File: src/rtl/mem_bus_arbiter.sv
// mem_bus_arbiter: arbitrates the shared 16-bit address / 8-bit data memory
// bus between the CPU (port 0) and the DMA/program-loader (port 1).
// Decodes ROM versus RAM, inserts ROM wait states, traps writes to ROM and
// times out RAM accesses whose mem_ready never arrives. All outputs are
// registered. The per-requester response registers sit in a small sub-module
// that is instantiated once per port.

// Response register for one requester: one-cycle ack, error and read data.
module mem_bus_arbiter_port (
    input  logic       clk,
    input  logic       reset,
    input  logic       rsp_vld,
    input  logic       rsp_err,
    input  logic       rsp_upd,
    input  logic [7:0] rsp_data,
    output logic       ack,
    output logic       err,
    output logic [7:0] rdata
);

    // ack/err pulse with the response; rdata only moves when data is returned.
    always_ff @(posedge clk or negedge reset) begin
        if (!reset) begin
            ack   <= 1'b0;
            err   <= 1'b0;
            rdata <= 8'h00;
        end else begin
            ack <= rsp_vld;
            err <= rsp_vld & rsp_err;
            if (rsp_vld && rsp_upd)
                rdata <= rsp_data;
        end
    end

endmodule

module mem_bus_arbiter #(
    parameter logic [15:0] ROM_TOP     = 16'h0100,
    parameter int          ROM_WAIT    = 0,
    parameter int          RAM_TIMEOUT = 15,
    parameter int          RR_MODE     = 0
) (
    input  logic        clk,
    input  logic        reset,
    input  logic        cpu_req,
    input  logic        cpu_we,
    input  logic [15:0] cpu_addr,
    input  logic [7:0]  cpu_wdata,
    output logic        cpu_ack,
    output logic [7:0]  cpu_rdata,
    output logic        cpu_err,
    input  logic        dma_req,
    input  logic        dma_we,
    input  logic [15:0] dma_addr,
    input  logic [7:0]  dma_wdata,
    output logic        dma_ack,
    output logic [7:0]  dma_rdata,
    output logic        dma_err,
    output logic [15:0] mem_addr,
    output logic [7:0]  mem_wdata,
    output logic        mem_read,
    output logic        mem_write,
    input  logic [7:0]  mem_rdata,
    input  logic        mem_ready,
    output logic        owner,
    output logic        busy
);

    typedef enum logic [1:0] {IDLE, ACCESS, RESP} state_t;

    // Last ACCESS-cycle counter values for the ROM and RAM exits.
    localparam logic [7:0] ROM_LAST = 8'(ROM_WAIT);
    localparam logic [7:0] TO_LAST  = 8'(RAM_TIMEOUT - 1);

    state_t     state;
    logic [7:0] wait_cnt;
    logic       rr_pref;     // port preferred on a tie in round-robin mode

    // Arbitration / request selection
    logic        cpu_win;
    logic        gnt_port;
    logic        sel_we;
    logic [15:0] sel_addr;
    logic [7:0]  sel_wdata;
    logic        sel_rom;
    logic        rom_trap;

    // ACCESS completion
    logic acc_rom;
    logic rom_done;
    logic ram_ok;
    logic ram_to;
    logic acc_done;

    // Response towards the port registers
    logic            rsp_go;
    logic            rsp_port;
    logic            rsp_err;
    logic            rsp_upd;
    logic [7:0]      rsp_data;
    logic [1:0]      rsp_vld;
    logic [1:0]      ack_q;
    logic [1:0]      err_q;
    logic [1:0][7:0] rdata_q;

    // Pick the winner among pending requests and mux its request fields.
    always_comb begin
        cpu_win = 1'b0;
        if (RR_MODE == 0)
            cpu_win = cpu_req;
        else
            cpu_win = cpu_req && (!dma_req || (rr_pref == 1'b0));
        gnt_port  = !cpu_win;
        sel_we    = cpu_win ? cpu_we    : dma_we;
        sel_addr  = cpu_win ? cpu_addr  : dma_addr;
        sel_wdata = cpu_win ? cpu_wdata : dma_wdata;
        sel_rom   = sel_addr < ROM_TOP;
        rom_trap  = (cpu_req || dma_req) && sel_we && sel_rom;
    end

    // Decide whether the current ACCESS cycle is the last one.
    always_comb begin
        acc_rom  = mem_addr < ROM_TOP;
        rom_done = acc_rom && (wait_cnt >= ROM_LAST);
        ram_ok   = !acc_rom && mem_ready;
        ram_to   = !acc_rom && !mem_ready && (wait_cnt >= TO_LAST);
        acc_done = rom_done || ram_ok || ram_to;
    end

    // Build the response loaded into the owner's port register this edge.
    always_comb begin
        rsp_go   = 1'b0;
        rsp_port = owner;
        rsp_err  = 1'b0;
        rsp_upd  = 1'b0;
        rsp_data = ram_to ? 8'hFF : mem_rdata;
        if (state == IDLE) begin
            // Trapped ROM write: error, read data left untouched.
            rsp_go   = rom_trap;
            rsp_port = gnt_port;
            rsp_err  = 1'b1;
        end else if (state == ACCESS) begin
            rsp_go  = acc_done;
            rsp_err = ram_to;
            rsp_upd = ram_to || !mem_write;
        end
        rsp_vld[0] = rsp_go && (rsp_port == 1'b0);
        rsp_vld[1] = rsp_go && (rsp_port == 1'b1);
    end

    // Main FSM: grant, drive the bus, wait/timeout, then one response cycle.
    always_ff @(posedge clk or negedge reset) begin
        if (!reset) begin
            state     <= IDLE;
            wait_cnt  <= 8'h00;
            rr_pref   <= 1'b0;
            owner     <= 1'b0;
            busy      <= 1'b0;
            mem_addr  <= 16'h0000;
            mem_wdata <= 8'h00;
            mem_read  <= 1'b0;
            mem_write <= 1'b0;
        end else begin
            case (state)
                IDLE: begin
                    if (cpu_req || dma_req) begin
                        owner <= gnt_port;
                        busy  <= 1'b1;
                        if (rom_trap) begin
                            // ROM write never reaches the bus.
                            state <= RESP;
                        end else begin
                            state     <= ACCESS;
                            wait_cnt  <= 8'h00;
                            mem_addr  <= sel_addr;
                            mem_wdata <= sel_we ? sel_wdata : 8'h00;
                            mem_read  <= !sel_we;
                            mem_write <= sel_we;
                        end
                    end
                end
                ACCESS: begin
                    if (acc_done) begin
                        state     <= RESP;
                        mem_read  <= 1'b0;
                        mem_write <= 1'b0;
                    end else if (wait_cnt != 8'hFF) begin
                        wait_cnt <= wait_cnt + 8'd1;
                    end
                end
                RESP: begin
                    state <= IDLE;
                    busy  <= 1'b0;
                    if (RR_MODE != 0)
                        rr_pref <= !owner;
                end
                default: state <= IDLE;
            endcase
        end
    end

    // One response register per requester.
    for (genvar p = 0; p < 2; p++) begin : g_port
        mem_bus_arbiter_port u_port (
            .clk      (clk),
            .reset    (reset),
            .rsp_vld  (rsp_vld[p]),
            .rsp_err  (rsp_err),
            .rsp_upd  (rsp_upd),
            .rsp_data (rsp_data),
            .ack      (ack_q[p]),
            .err      (err_q[p]),
            .rdata    (rdata_q[p])
        );
    end

    assign cpu_ack   = ack_q[0];
    assign cpu_err   = err_q[0];
    assign cpu_rdata = rdata_q[0];
    assign dma_ack   = ack_q[1];
    assign dma_err   = err_q[1];
    assign dma_rdata = rdata_q[1];

endmodule

File: config.mk
export PLATFORM = sky130hd
export DESIGN_NAME = mem_bus_arbiter
export DESIGN_NICKNAME = d
export VERILOG_FILES = /design/src/rtl/mem_bus_arbiter.sv
export SDC_FILE = /design/constraint.sdc
export NUM_CORES = 1
export LEC_CHECK = 0
export CAP_MARGIN = 10
export CORE_MARGIN = 2
export CORE_UTILIZATION = 39
export CTS_CLUSTER_SIZE = 16
export DETAILED_ROUTE_END_ITERATION = 7
export HOLD_SLACK_MARGIN = 0.02
export PLACE_DENSITY = 0.76
export SYNTH_ARGS = -nofsm -noshare
export SYNTH_HDL_FRONTEND = slang
export SYNTH_SLANG_ARGS = --single-unit
File: constraint.sdc
create_clock -name clk -period 2.1 [get_ports clk]
set_input_delay 0.21 -clock clk [delete_from_list [all_inputs] [get_ports clk]]
set_output_delay 0.21 -clock clk [all_outputs]
set_load 0.01 [all_outputs]
# After elaboration in Yosys (flattened, before gate mapping)
# Index checks and enable logic that the tools add are counted.
classes:
  addsub: 1
  order_cmp: 4
  eq_ne: 8
  n_mux: 30
  bitwise: 4
  n_reduce_logical: 28
ops:
  columns: ["op", "n"]
  rows:
  - ["8-bit 2-to-1 mux", 7]
  - ["16-bit by 9-bit less-than comparator with 1-bit output, second input constant", 2]
  - ["16-bit 2-to-1 mux", 1]
  - ["8-bit one-hot mux with 2 select lines", 1]
  - ["1-bit 2-to-1 mux", 14]
  - ["1-bit logical AND", 10]
  - ["8-bit by 1-bit adder with 8-bit output, second input constant", 1]
  - ["8-bit by 1-bit >= comparator with 1-bit output, second input constant", 1]
  - ["8-bit by 4-bit >= comparator with 1-bit output, second input constant", 1]
  - ["2-bit != test, second input constant", 4]
  - ["8-bit != test, second input constant", 1]
  - ["2-bit 2-to-1 mux", 3]
  - ["1-bit one-hot mux with 2 select lines", 3]
  - ["2-bit AND reduction", 3]
  - ["1-bit zero test", 5]
  - ["5-bit AND reduction", 1]
  - ["1-bit logical OR", 4]
  - ["2-bit one-hot mux with 2 select lines", 1]
  - ["4-bit AND reduction", 1]
  - ["2-bit nonzero test", 2]
  - ["3-bit AND reduction", 1]
  - ["1-bit AND", 2]
  - ["2-bit by 1-bit == test with 1-bit output, second input constant", 1]
  - ["2-bit == test, second input constant", 1]
  - ["3 further kinds", 4]
word_totals:
  register_bits: 58
  inputBits: 63
  out_inout_bits: 48
  wordCells: 89

# Logic depth before layout (Yosys ltp)
# Gate-level depths: netlist of run 1.
depth:
  ltp_word: 9
  ltp_mapped: 8
  mapped_depth_nobuf: 7

# Cells and area by module
# A second synthesis of run 1 with hierarchy kept.
hier_totals:
  cells_unflattened: 219
  area_unflattened_um2: 2727.6
by_module_without_submodules:
  columns: ["module", "instances", "cells_per_inst", "area_per_inst_um2", "seq_area_each_um2"]
  rows:
  - ["mem_bus_arbiter", 1, 179, 2019.4, 950.9]
  - ["mem_bus_arbiter_port", 2, 20, 354.1, 250.2]

# Worst setup path before layout of run 1
# No wires, ideal clock.
synth_timing:
  kind: "register to register"
  from: "register wait_cnt[4]"
  to: "register g_port[1].u_port.rdata[6]"
  setup_time_ns: 0.126
  arrival_ns: 1.939
  required_time_ns: 1.974
  setup_slack_ns: 0.035
  stages_incl_launch_ff: 7
  n_path_buf: 1
  synth_period_minus_slack_ns: 2.065
  path_cell_list: "dfrtp_1 -> or4_4 -> a2111oi_4 -> a211oi_2 -> buf_2 -> nor2_1 -> a21oi_1"
synth_between:
  elab_chain_cells: 8
  word_cells_on_any_way: 14
  cone_classes: "2 x order compare; 5 x mux; 7 x reduce/logical"
synth_rtl:
  columns: ["item", "line_no", "rtl"]
  rows:
  - ["start: declaration", "76", "logic [7:0] wait_cnt;"]
  - ["start signal: assignment", "188", "wait_cnt <= wait_cnt + 8'd1;"]
  - ["8-bit by 1-bit >= comparator with 1-bit output", "124", "rom_done = acc_rom && (wait_cnt >= ROM_LAST);"]
  - ["1-bit logical AND", "124", null]
  - ["1-bit logical OR (2 in series)", "127", "acc_done = rom_done || ram_ok || ram_to;"]
  - ["1-bit 2-to-1 mux", "142", "end else if (state == ACCESS) begin"]
  - ["1-bit 2-to-1 mux", "137", "if (state == IDLE) begin"]
  - ["1-bit logical AND", "148", "rsp_vld[1] = rsp_go && (rsp_port == 1'b1);"]
  - ["1-bit logical AND", "30", "if (rsp_vld && rsp_upd)"]
  - ["end signal: assignment", "31", "rdata <= rsp_data;"]
  - ["end: declaration", "18", "output logic [7:0] rdata"]
# Parallel ways exist; a longest one is shown, timed or not.
# A chain may end at the register's enable or synchronous reset.

# Worst setup path after layout of run 1
layout_timing:
  from: "register wait_cnt[4]"
  to: "register wait_cnt[1]"
layout_between:
  elab_chain_cells: 6
  word_cells_on_any_way: 10
  cone_classes: "2 x order compare; 3 x eq/ne; 5 x reduce/logical"
layout_rtl:
  columns: ["item", "line_no"]
  rows:
  - ["8-bit by 1-bit >= comparator with 1-bit output", "124"]
  - ["1-bit logical AND", "124"]
  - ["1-bit logical OR (2 in series)", "127"]
  - ["2-bit != test (no source line)", null]
  - ["5-bit AND reduction (no source line) (*)", null]
# Mark *: on every way between the ends. The rest lies on a longest branch, timed or not.

==> impl_metrics.json, run 1 <==
{
  "syn-mean-instance-area_um2": 10.2,
  "required_ns": 2.31,
  "cellLeakagePower_nw": 1.86,
  "routed_wirelength_um": 7520,
  "p_int_mw": 3.41,
  "clkPwrFrac_pct": 16.4,
  "synth_warnings": 0,
  "switching_share_pct": 36.2,
  "crit_slowest_cell": "or4_4",
  "num_rows": 30,
  "nNetsFinal": 461,
  "grt_pass1_vias": 2426,
  "regArea_um2": 1450,
  "hpwl_um": 5580,
  "whs_ns": 0.309,
  "synth-main-ff-cell": "dfrtp_1",
  "antenna_found_initial": 0,
  "synth_adder_area_share_pct": 0.931,
  "drive_gt1_share_pct": 14.0,
  "drt_pass1_iterations": 4,
  "final_cell_mix": "108 x clkdlybuf4s50_1, 58 x dfrtp_1, 34 x nor2_1",
  "cap_violations": 0,
  "htreeDepth": 3,
  "seq_area_frac_synth_pct": 54.0,
  "synth-xor-area-share_pct": 0,
  "ys_types": 39,
  "multi_input_area_um2": 1200,
  "synth_edf_count": 0,
  "fin_crit_sh_pct": 98.3,
  "synth.cell_area_um2": 2690,
  "grt_usage_pct": 20.9,
  "combinationalPowerShare_pct": 47.5,
  "clk_pin_slew_ns": 0.06,
  "muxShareOfSynthArea_pct": 8.93,
  "numCtsBuffers": 9,
  "critical_path.startpoint_type": "flop",
  "initial_core_util_pct": 40.0,
  "nFillCells": 541,
  "grt_max_degree": 35,
  "syn_nets": 329,
  "grt_pass1_wl_um": 12000,
  "use_met3_pct": 3.89,
  "finClkSkew_ns": 0.0103,
  "syn-instance-count": 264,
  "path_class": "flop to flop",
  "synthSimpleGateAreaFrac_pct": 17.3,
  "insertion_delay_ns": 0.33,
  "cpPeakStageDelay_ns": 0.56,
  "status": "completed",
  "drt_iter0_markers": 107,
  "synth_seq_cells": 58,
  "die_area_um2": 7570,
  "setup_tns_ns": 0,
  "crit_path_end_kind": "flop",
  "overflow": 0,
  "power_density_nw_per_um2": 1260,
  "worstPathArrival_ns": 2.27,
  "critical_path.max_fanout": 5,
  "num_vias": 2470,
  "grt.busiest_layer": "met2",
  "core-area_um2": 6720,
  "ys_top_cells_by_area": "dfrtp_1 54%, mux2i_1 8.9%, nor2_1 4.7%, a21oi_1 4.5%, nand2_1 4.3%",
  "period_needed_ns": 2.07,
  "grt_util_met1_pct": 25.0,
  "synth_top_family_by_area": "simple AND/OR/NAND/NOR gates",
  "p_sw_mw": 1.94,
  "vdd_ir_drop_max_mv": 0.408,
  "async_reset_ff_share_pct": 100,
  "synth_compound_gate_area_share_pct": 15.6,
  "cts_buffer_depth": 2,
  "power_frac_seq_pct": 36.1,
  "cts.sinks": 58,
  "final_antenna_net_count": 0,
  "vias_per_cell": 5.14,
  "gp_congestion": 0.830,
  "maxClockFrequency_mhz": 484,
  "crit_chain": "or4_4 -> a2111oi_4 -> buf_6 -> nor2_4 -> and4b_2 -> o22ai_2",
  "io_buffers": 110,
  "wl_per_cell_um": 15.6,
  "rsz0062_at_grt": "true",
  "max_slew_margin_pct": 56.9,
  "drc": 0,
  "reg2reg_slack_ns": 0.03,
  "setup_violations": 0,
  "die_w_um": 87.0,
  "synth_top_area_share_pct": 54.0,
  "area_growth_pct": 57.5,
  "fp.dieH_um": 87.0,
  "ioPinCount": 111,
  "tightest_slew_ns": 0.644,
  "final_common_cell": "clkdlybuf4s50_1",
  "cts_root_buf": "clkbuf_8",
  "holdCritPathClass": "primary input to flop",
  "grtUsageMet2_pct": 35.5,
  "yosysTopAreaCell": "dfrtp_1",
  "hold_viol": 0,
  "insertedDiodeCount": 0,
  "cts_tree": "yes",
  "slew_viol_final": 0
}
==> power by group through the flow <==
stage,registers (mW),clock network [mW],logic (mW)
finish,1.94,0.877,2.54
global route,2.00,0.946,2.78
CTS,1.93,0.905,2.49
detailed placement,1.94,0,2.47
global placement,1.92,0,2.41
floorplan,2.10,0,0.921
==> flip-flops by register name (all words and copies together) (netlist names) <==
name,flops
state,2
g_port.u_port.ack,2
mem_addr,16
mem_wdata,8
mem_write,1
owner,1
mem_read,1
wait_cnt,8
busy,1
g_port.u_port.err,2
g_port.u_port.rdata,16
==> synthesized netlist by cell type, types with 3 or more instances <==
master    number
nand4_1        3
buf_2          7
clkbuf_1       3
a31oi_1        3
nor2_1        34
nor2b_1        3
and3_1         3
and2_1         3
nor4_1         3
nand2_1       31
o31ai_1        8
o21ai_0       19
inv_1          6
dfrtp_1       58
a21oi_1       24
mux2i_1       24
==> final cells by class <==
type | instances | share of cell area [%]
clock buffer | 13 | 3.52
clock inverter | 3 | 0.355
timing repair buffer | 134 | 30.5
multi-input combinational | 187 | 28.4
sequential | 58 | 34.3
tap | 80 | 2.36
inverter | 6 | 0.532
==> per-layer routing <==
| layer | vias to the layer above | routed length (um) |
|---|---|---|
| li1 | 1196 | - |
| met1 | 1194 | 3120 |
| met2 | 64 | 3950 |
| met3 | 16 | 262 |
| met4 | 0 | 179 |
| met5 | - | 0 |
==> kinds of logic after synthesis <==
family                     Yosys count
AOI/OAI and AO/OA                   64
adders and majority gates            2
buffers and inverters               19
DFF                                 58
muxes                               24
and+or+nand+nor                     97
==> path summary, 6_finish.rpt <==
kind / from / endpoint / cells after the start
min in group asynchronous: reset / mem_wdata[5] / 2
worst min-delay path: cpu_req / mem_addr[9] / 3
max in group asynchronous: reset / g_port[1].u_port.rdata[2] / 3
worst max-delay path: wait_cnt[4] / wait_cnt[1] / 6
worst max register to register: wait_cnt[4] / wait_cnt[1] / 6
worst min register to register: mem_wdata[7] / mem_wdata[7] / 2
==> worst max-delay path, delay by kind of cell (launching register included) <==
family                 cells  cell delay, ns
buffers and inverters      1            0.19
and+or+nand+nor            3            0.94
AOI/OAI and AO/OA          2            0.42
DFF                        1            0.39
==> what timing repair did <==
item | CTS | global route
buffers inserted | 2 | 3
gates resized for setup | 3 | 11
setup endpoints to repair | 14 | 24
pin swaps | 1 | 4
hold buffers | 1 | 0
endpoints found under the hold margin | 22 | 0
==> stage by stage <==
stage               std cells  setup slack (ns)  instance area, um^2  util, %  power (mW)
global placement          459            -0.171                 3960     59.0        4.32
floorplan                 264            0.0348                 2690        -        3.02
detailed placement        459            -0.233                 3960     59.0        4.41
finish                    481            0.0347                 4240     63.0        5.36
global route              481           -0.0520                 4240     63.0        5.72
CTS                       478          -0.00398                 4160     61.9        5.32
(Power assumes the default switching activity.)
==> run 2, diff against run 1 <==
Settings changed: CORE_UTILIZATION 39 to 43, HOLD_SLACK_MARGIN 0.02 to 0.1, PLACE_DENSITY 0.76 to 0.79.
Clock period 2.1 ns to 2.15 ns, I/O delays scaled along.
==> impl_metrics.json, run 2 (same netlist as run 1, synthesis figures left out) <==
{
  "nFillCells": 431,
  "overflow": 0,
  "cts_buffer_depth": 2,
  "holdCritPathClass": "primary input to flop",
  "hold_viol": 0,
  "slew_viol_final": 0,
  "antenna_found_initial": 0,
  "htreeDepth": 3,
  "insertion_delay_ns": 0.34,
  "power_mw": 5.50,
  "routed_wirelength_um": 7760,
  "num_rows": 28,
  "clkPwrFrac_pct": 20.4,
  "period_needed_ns": 2.09,
  "critical_path.max_fanout": 6,
  "grt_max_degree": 35,
  "vias_per_cell": 5.31,
  "wl_per_cell_um": 16.3,
  "drt_pass1_iterations": 4,
  "crit_path_end_kind": "flop",
  "clk_pin_slew_ns": 0.07,
  "numCtsBuffers": 9,
  "path_class": "flop to flop",
  "ioPinCount": 111,
  "num_vias": 2522,
  "drive_gt1_share_pct": 13.5,
  "io_buffers": 110,
  "area_growth_pct": 58.0,
  "fin_crit_sh_pct": 97.1,
  "grt_usage_pct": 22.5,
  "regArea_um2": 1450,
  "vdd_ir_drop_max_mv": 0.704,
  "p_int_mw": 3.57,
  "final_common_cell": "clkdlybuf4s50_1",
  "multi_input_area_um2": 1170,
  "cts_root_buf": "clkbuf_8",
  "nNetsFinal": 460,
  "required_ns": 2.37,
  "fp.dieH_um": 83.1,
  "power_frac_seq_pct": 34.6,
  "tightest_slew_ns": 0.694,
  "die_area_um2": 6900,
  "gp_congestion": 0.887,
  "worstPathArrival_ns": 2.31,
  "initial_core_util_pct": 44.9,
  "finClkSkew_ns": 0.00755,
  "maxClockFrequency_mhz": 479,
  "status": "completed",
  "combinationalPowerShare_pct": 45.1,
  "critical_path.startpoint_type": "flop",
  "setup_violations": 0,
  "stdcell_count": 475,
  "drc": 0,
  "cts.sinks": 58,
  "whs_ns": 0.323,
  "final_cell_mix": "108 x clkdlybuf4s50_1, 58 x dfrtp_1, 31 x nand2_1, 31 x nor2_1",
  "power_density_nw_per_um2": 1290,
  "cap_violations": 0,
  "p_sw_mw": 1.93,
  "core-area_um2": 5990,
  "reg2reg_slack_ns": 0.06,
  "whs_path_depth": 3,
  "reg2reg_depth": 7,
  "drt_iter0_markers": 148,
  "grt_pass1_vias": 2447,
  "rsz0062_at_grt": "false",
  "placed_cells": 450,
  "grt_pass1_wl_um": 12400,
  "cellLeakagePower_nw": 1.87,
  "top_regs": "g_port.u_port.rdata: 16 flops, mem_addr: 16 flops",
  "switching_share_pct": 35.2,
  "insertedDiodeCount": 0,
  "hpwl_um": 5590,
  "die_w_um": 83.1,
  "final_antenna_net_count": 0,
  "cts_tree": "yes",
  "max_slew_margin_pct": 53.7
}
## run 2: changes by cell type in the layout (fill, tap and decap cells not counted), moves of 2 or more
cell | before | now
nor2_2 | 0 | 4
nor2_1 | 34 | 31
bufinv_16 | 0 | 2
nor4_1 | 1 | 3
nor4_2 | 2 | 0
clkbuf_1 | 3 | 1
## run 2: worst paths after layout
check                                       endpoint    startpoint
hold reg to reg                         mem_wdata[5]  mem_wdata[5]
min in group asynchronous               mem_wdata[4]         reset
setup reg to reg           g_port[0].u_port.rdata[2]   wait_cnt[7]
max in group asynchronous                   state[1]         reset
hold / removal                           mem_addr[9]       cpu_req
setup / recovery           g_port[0].u_port.rdata[2]   wait_cnt[7]
## run 2: metal layers
layer / part of all wire [%] / up-vias / routed length (um) / GRT usage [%]
met5: 0 / - / 0 / 0
met4: 2.8 / 0 / 217 / 11.2
met3: 4.6 / 22 / 357 / 4.57
met2: 52 / 81 / 4030 / 38.3
met1: 41 / 1222 / 3160 / 27.2
li1: - / 1197 / - / -
## run 2: metrics by stage
stage	setup slack [ns]	util, %	instance area (um^2)	setup TNS, ns
after global placement	-0.142	65.8	3940	-3.16
after CTS	-0.0571	69.8	4180	-0.225
after detailed placement	-0.186	65.8	3940	-4.63
final	0.0626	70.9	4250	0
after global routing	0.00492	70.9	4250	0
after floorplan	0.0848	-	2690	0
## run 2: worst max-delay path, stage by stage (launching register included)
cell and delay, ns:
dfrtp_1 0.41, or4_4 0.57, a2111oi_4 0.43, buf_4 0.20, a2111oi_4 0.05, buf_4 0.18, nor2_2 0.08, a21oi_1 0.05
## run 2: power by group through the flow
stage               Sequential [mW]  Combinational [mW]  Clock [mW]
floorplan                      2.05               0.900           0
global placement               1.87                2.33           0
detailed placement             1.89                2.40           0
CTS                            1.88                2.44        1.13
global route                   1.95                2.67        1.19
finish                         1.90                2.48        1.12
## run 2: layout make-up
type	instances	area share, %
flip-flops and latches	58	34.2
repair buffers	133	30.5
multi-input cells	187	27.5
clock buffers	11	3.33
well taps	75	2.21
clock inverters	5	1.83
inverters	6	0.530
## run 2: repair_timing
action	4_1_cts	5_1_grt
resized for setup	0	7
pin swaps	1	3
endpoints found under the hold margin	27	0
hold buffers	1	0
setup buffers	2	6
endpoints found under the setup margin	16	22
==> run 3, diff against run 2 <==
Settings changed: SETUP_SLACK_MARGIN set to 0.3.
==> impl_metrics.json, run 3 (same netlist as run 1, synthesis figures left out) <==
{
  "critical_path.startpoint_type": "flop",
  "drt_iter0_markers": 203,
  "whs_ns": 0.249,
  "status": "completed",
  "maxClockFrequency_mhz": 504,
  "wl_per_cell_um": 18.2,
  "io_buffers": 110,
  "cellLeakagePower_nw": 2.00,
  "drt_pass1_iterations": 4,
  "area_growth_pct": 69.6,
  "grt_util_met1_pct": 29.7,
  "htreeDepth": 3,
  "grt.busiest_layer": "met2",
  "holdCritPathClass": "primary input to flop",
  "initial_core_util_pct": 44.9,
  "cts_buffer_depth": 2,
  "hpwl_um": 5610,
  "cts.sinks": 58,
  "multi_input_area_um2": 1370,
  "startpoint": "wait_cnt[4]",
  "power_frac_seq_pct": 32.9,
  "use_met3_pct": 4.17,
  "nFillCells": 390,
  "grt_usage_pct": 24.6,
  "p_sw_mw": 2.20,
  "crit_slowest_cell": "or4_4",
  "switching_share_pct": 36.5,
  "crit_path_end_kind": "flop",
  "critical_path.max_fanout": 7,
  "power_mw": 6.03,
  "die_area_um2": 6900,
  "cts_root_buf": "clkbuf_8",
  "core-area_um2": 5990,
  "worstPathArrival_ns": 2.19,
  "clk_pin_slew_ns": 0.06,
  "combinationalPowerShare_pct": 50.3,
  "slew_viol_final": 0,
  "grtUsageMet2_pct": 42.6,
  "final_cell_mix": "104 x clkdlybuf4s50_1, 58 x dfrtp_1, 29 x nand2_1",
  "num_rows": 28,
  "num_vias": 2639,
  "nNetsFinal": 470,
  "antenna_found_initial": 0,
  "ioPinCount": 111,
  "max_slew_margin_pct": 52.0,
  "period_needed_ns": 1.98,
  "finClkSkew_ns": 0.00690,
  "cap_violations": 0,
  "vdd_ir_drop_max_mv": 0.692,
  "worstHoldStart": "cpu_addr[10]",
  "numCtsBuffers": 9,
  "worstReg2RegStart": "wait_cnt[4]",
  "cts_tree": "yes",
  "fp.dieH_um": 83.1,
  "overflow": 0,
  "grt_max_degree": 59,
  "drive_gt1_share_pct": 23.2,
  "top_regs": "g_port.u_port.rdata: 16 flops, mem_addr: 16 flops",
  "final_antenna_net_count": 0,
  "rsz0062_at_grt": "true",
  "clkPwrFrac_pct": 16.8,
  "placed_cells": 450,
  "setup_violations": 0,
  "vias_per_cell": 5.44,
  "stdcell_count": 485,
  "final_common_cell": "clkdlybuf4s50_1",
  "gp_congestion": 0.853,
  "crit_chain": "or4_4 -> a2111oi_4 -> buf_4 -> a211oi_4 -> buf_6 -> nor2_2 -> a21oi_1",
  "hold_viol": 0,
  "grt_pass1_vias": 2706,
  "grt_pass1_wl_um": 13600,
  "insertion_delay_ns": 0.34,
  "path_class": "flop to flop",
  "cpPeakStageDelay_ns": 0.56,
  "drc": 0,
  "required_ns": 2.36,
  "die_w_um": 83.1,
  "fin_crit_sh_pct": 92.3,
  "tightest_slew_ns": 0.720,
  "routed_wirelength_um": 8810,
  "power_density_nw_per_um2": 1320,
  "p_int_mw": 3.83,
  "insertedDiodeCount": 0,
  "regArea_um2": 1450
}
[run 3: worst max-delay path: cells and delay by family, from the launching register on]
kind                   cells  cell delay, ns
flip-flops                 1            0.39
AND/OR/NAND/NOR            2            0.67
AO/OA/AOI/OAI              3            0.42
buffers and inverters      2            0.36
[run 3: what timing repair did]
item / CTS / global route
hold endpoints to repair: 58 / 0
gates cloned: 1 / 3
endpoints found under the setup margin: 56 / 45
pin swaps: 11 / 10
setup buffers: 8 / 6
gates resized for setup: 27 / 34
hold buffers: 1 / 0
[run 3: per-layer routing]
layer  share of wire, %  vias up  wire length, um
met4                3.4        0              303
met1                 40     1296             3560
met3                4.2       27              372
li1                   -     1217                -
met5                  0        -                0
met2                 52       99             4570
[run 3: path summary, 6_finish.rpt]
check	to	slack (ns)	depth (start not counted)
worst max register to register	g_port[1].u_port.rdata[2]	0.17	7
max in group asynchronous	g_port[1].u_port.rdata[1]	1.10	3
min in group asynchronous	mem_wdata[4]	0.56	3
worst min register to register	mem_wdata[1]	0.48	2
worst max-delay path	g_port[1].u_port.rdata[2]	0.17	7
worst min-delay path	mem_addr[10]	0.25	3
[run 3: layout make-up]
class / count / area share, %
well taps: 75 / 2.06
repair buffers: 142 / 31.3
clock buffers: 14 / 3.57
inverters: 6 / 0.494
multi-input cells: 188 / 30.0
flip-flops and latches: 58 / 31.8
clock inverters: 2 / 0.768
[run 3: power groups by stage]
| stage | sequential, mW | clock [mW] | combinational (mW) |
|---|---|---|---|
| final | 1.98 | 1.01 | 3.03 |
| after global routing | 2.04 | 1.08 | 3.25 |
| after global placement | 1.92 | 0 | 2.40 |
| after floorplan | 2.09 | 0 | 0.924 |
| after CTS | 1.94 | 1.02 | 2.66 |
| after detailed placement | 1.94 | 0 | 2.46 |
[run 3: stage by stage]
step | util [%] | setup TNS, ns | area [um^2] | worst slack, ns
2_1_floorplan | - | 0 | 2720 | 0.226
3_3_place_gp | 66.3 | -2.13 | 3970 | -0.132
3_5_place_dp | 66.3 | -3.89 | 3970 | -0.211
4_1_cts | 72.4 | 0 | 4340 | 0.166
5_1_grt | 76.1 | 0 | 4560 | 0.0739
6_report | 76.1 | 0 | 4560 | 0.166
